`config.mk`:
```
export PLATFORM = sky130hd
export DESIGN_NAME = spi_read_shift_reg
export DESIGN_NICKNAME = d
export VERILOG_FILES = /design/src/rtl/spi_read_shift_reg.sv
export SDC_FILE = /design/constraint.sdc
export NUM_CORES = 1
export LEC_CHECK = 0
export ABC_AREA = 1
export CAP_MARGIN = 20
export CORE_MARGIN = 5
export CORE_UTILIZATION = 50
export CTS_BUF_LIST = sky130_fd_sc_hd__clkbuf_4 sky130_fd_sc_hd__clkbuf_8
export DETAILED_ROUTE_END_ITERATION = 6
export PLACE_DENSITY = 0.72
export SYNTH_ARGS = -nofsm -noshare
export SYNTH_HDL_FRONTEND = slang
export SYNTH_SLANG_ARGS = --single-unit
```
`constraint.sdc`:
```
create_clock -name clk_i -period 3 [get_ports clk_i]
set_clock_uncertainty 0.05 [all_clocks]
set_input_delay 0.75 -clock clk_i [delete_from_list [all_inputs] [get_ports clk_i]]
set_output_delay 0.75 -clock clk_i [all_outputs]
set_load 0.02 [all_outputs]
```
`src/rtl/spi_read_shift_reg.sv`:
```
// spi_read_shift_reg: oversampled mode-0 MSB-first SPI MISO deserialiser; spi_clk_i/spi_cs_n_i/spi_miso_i in, data_o/valid_o/ready_i word handshake, busy_o partial-word flag, sticky overrun_o cleared by clr_overrun_i
module spi_read_shift_reg #(
  parameter int DATA_W = 8,
  parameter int SYNC_STAGES = 2
) (
  input  logic              clk_i,
  input  logic              rst_i,
  input  logic              spi_clk_i,
  input  logic              spi_cs_n_i,
  input  logic              spi_miso_i,
  output logic [DATA_W-1:0] data_o,
  output logic              valid_o,
  input  logic              ready_i,
  output logic              busy_o,
  output logic              overrun_o,
  input  logic              clr_overrun_i
);
  localparam int CW = $clog2(DATA_W);
  typedef enum logic {IDLE, SHIFT} state_t;
  state_t state_r, state_n;
  logic [SYNC_STAGES-1:0] sclk_q, cs_q, miso_q;
  logic sclk_prev, sclk_rise, cs_act, miso_sync, shift_en, done;
  logic [DATA_W-1:0] shift_r, word;
  logic [CW-1:0] count_r;
  assign sclk_rise = sclk_q[SYNC_STAGES-1] & ~sclk_prev;
  assign cs_act = ~cs_q[SYNC_STAGES-1];
  assign miso_sync = miso_q[SYNC_STAGES-1];
  assign shift_en = state_r == SHIFT && sclk_rise;
  assign done = shift_en && count_r == CW'(DATA_W - 1);
  assign word = {shift_r[DATA_W-2:0], miso_sync};
  assign busy_o = count_r != '0;
  always_comb state_n = cs_act ? SHIFT : IDLE;
  always_ff @(posedge clk_i)
    if (rst_i) begin
      sclk_q    <= '0;
      cs_q      <= '1;
      miso_q    <= '0;
      sclk_prev <= 1'b0;
      state_r   <= IDLE;
      shift_r   <= '0;
      count_r   <= '0;
      data_o    <= '0;
      valid_o   <= 1'b0;
      overrun_o <= 1'b0;
    end else begin
      sclk_q    <= {sclk_q[SYNC_STAGES-2:0], spi_clk_i};
      cs_q      <= {cs_q[SYNC_STAGES-2:0], spi_cs_n_i};
      miso_q    <= {miso_q[SYNC_STAGES-2:0], spi_miso_i};
      sclk_prev <= sclk_q[SYNC_STAGES-1];
      state_r   <= state_n;
      if (shift_en) shift_r <= word;
      count_r   <= (!cs_act || done) ? '0 : count_r + CW'(shift_en);
      if (done && (!valid_o || ready_i)) data_o <= word;
      valid_o   <= done || (valid_o && !ready_i);
      overrun_o <= (done && valid_o && !ready_i) || (overrun_o && !clr_overrun_i);
    end
endmodule

```
==> impl_metrics.ini <==
[cts]
root_buffer = clkbuf_4
post-cts-setup-buffer-count = 0
htree_num_levels = 1
cts_tree = built
insertion_delay_ps = 320
max-clock-path-buffers = 2
cts_num_sinks = 28
cts_buffers = 3
cts_resized = 0
cts_hold_buf = 0
cts.clk_slew.worst_paths_ps = 140

[detailed_routing]
wl_met2_microns = 868
drt-wirelength-per-cell_microns = 9.59
firstDrtPassIters = 4
top_layer_used = met4
drtIter0Drc = 8
drt-total-wl_microns = 1820
drc_errors = 0
dr_total_vias = 840
ant_nets = 0
viasPerCell = 4.42
wl_met3_microns = 94
m1WireLength_microns = 822

[synthesis]
synth_compound_area_frac = 0.0742
syn_area_per_cell_sq_um = 7.79
synthAdderAreaFrac = 0.0221
synth_ff_type = dfxtp_1
synth_seq_area_share = 0.496
syn_area_sq_um = 1130
synth_fp_nets = 154
synth_top_family_by_area = simple AND/OR/NAND/NOR gates
async_reset_ff_frac = 0
syn_inst = 145
yosysWarnings = 0
synth_xor_area_frac = 0.00775
synth_cell_type_count = 19
ys_ff_latch = 28
synthMuxAreaShare = 0
synth_edf_count = 0
yosys.area_share.simple = 0.254

[finish]
fillers = 205
n_antenna_cell = 0
final_cells = 190
final_cell_area_sq_um = 1350
area.growth.synth_to_final_pct = 19.0
final_common_cell = inv_1
final_cell_mix = inv_1 (35), dfxtp_1 (28), nand2_1 (20)
drive_gt1_frac = 0.105
fin_nets = 172

[power]
p_per_area_nw_per_um2 = 433
p_leak_nw = 0.543
peakVddDrop_uv = 274

[min_path]
min_from = miso_q[0]
worst_hold_path.num_cells = 2
worstHoldPathType = reg2reg

[setup_path]
startpoint = count_r[1]
cp.required_ps = 2200
critPathLaunchType = flip-flop
reg2reg_depth = 5
crit_type = reg2out
critPathCaptureType = output port
crit-reg2reg-launch = sclk_q[1]
crit_fanout = 3
crit_arrival_ps = 1490

[global_route]
antenna_found_initial = 0
grt_max_degree = 16
grt_use_total = 0.125
grt_pass1_wl_microns = 3200
grt_overflow = 0
grt_pass1_vias = 785

[sta]
fin_ws_ps = 706
min_period_over_period = 0.765
worst_pin_slew_ps = 405
rsz0062_at_grt = false
hold_viol = 0
setup_viol = 0
maxSlewViolCount = 0
finalCriticalPeriod_ps = 2290
fin_tns_setup_ps = 0
relSlewSlack = 0.730
timing.fmax_mhz = 436

[floorplan]
start_util = 0.516
core-area_sq_um = 2190
die_area_sq_um = 3310
io_pins = 18
rows = 17
die_h_microns = 57.5
dieWidth_microns = 57.5

[placement]
gp_congestion = 0.774
dpl.hpwl_microns = 1390
numPortBuffers = 17
dp.cells = 186
pre_cts_slack_ps = 865
dpl-instance-area_sq_um = 1310

[run]
drv_cap = 0

[status]
status = completed
## cell usage after synthesis (3+ instances only)
library cell	n	area, sq um
inv_1	35	131
dfxtp_1	28	561
nand2_1	20	75.1
nor2_1	18	67.6
a21oi_1	8	40.0
nand3_1	8	40.0
o21ai_0	7	35.0
buf_2	3	15.0
nor2_4	3	33.8
## flip-flops by register name (all words and copies together) (netlist names)
signal and flops:
data_o 8, shift_r 7, count_r 3, cs_q 2, miso_q 2, sclk_q 2
overrun_o 1, sclk_prev 1, state_r 1, valid_o 1
## report_power, final
part           switching, mW  leakage, nW  internal (mW)  total (mW)
Combinational         0.0117        0.295         0.0119      0.0236
Clock                  0.105       0.0210         0.0743       0.179
Sequential           0.00235        0.227          0.377       0.379
Total                  0.119        0.543          0.463       0.582
## final timing paths
kind / slack, ps / to
min: 360 / miso_q[1]
max: 710 / busy_o
min reg2reg: 360 / miso_q[1]
max reg2reg: 1690 / data_o[0]
## metal layers
metal / track usage / vias to the layer above
met5: 0 / -
met4: 0.0795 / 0
met3: 0.0226 / 4
met2: 0.221 / 15
met1: 0.135 / 363
li1: - / 458
## final cells by class
| cell class | instances | area (sq um) | area share |
|---|---|---|---|
| clock buffer | 4 | 36.3 | 0.0270 |
| inverter | 37 | 139 | 0.103 |
| multi-input combinational | 76 | 404 | 0.300 |
| sequential | 28 | 561 | 0.417 |
| tap | 28 | 35.0 | 0.0260 |
| timing repair buffer | 17 | 170 | 0.127 |
## worst max-delay path, cell delays in order (launching register included)
cell and delay (ps):
dfxtp_1 410, inv_1 100, nand2_1 70, clkdlybuf4s50_1 590
## cells by family after synthesis
group,Yosys count
and+or+nand+nor,57
buffers and inverters,41
DFF,28
AOI/OAI and AO/OA,16
adders and majority gates,2
xor gates and xnor gates,1
## through the flow
step	power (mW)	utilization	hold slack, ps
6_report	0.582	0.614	362
5_1_grt	0.612	0.614	393
4_1_cts	0.594	0.614	366
3_5_place_dp	0.411	0.597	346
3_3_place_gp	0.410	0.597	346
2_1_floorplan	0.401	-	338
No activity file was read; power rests on OpenSTA's default activity.
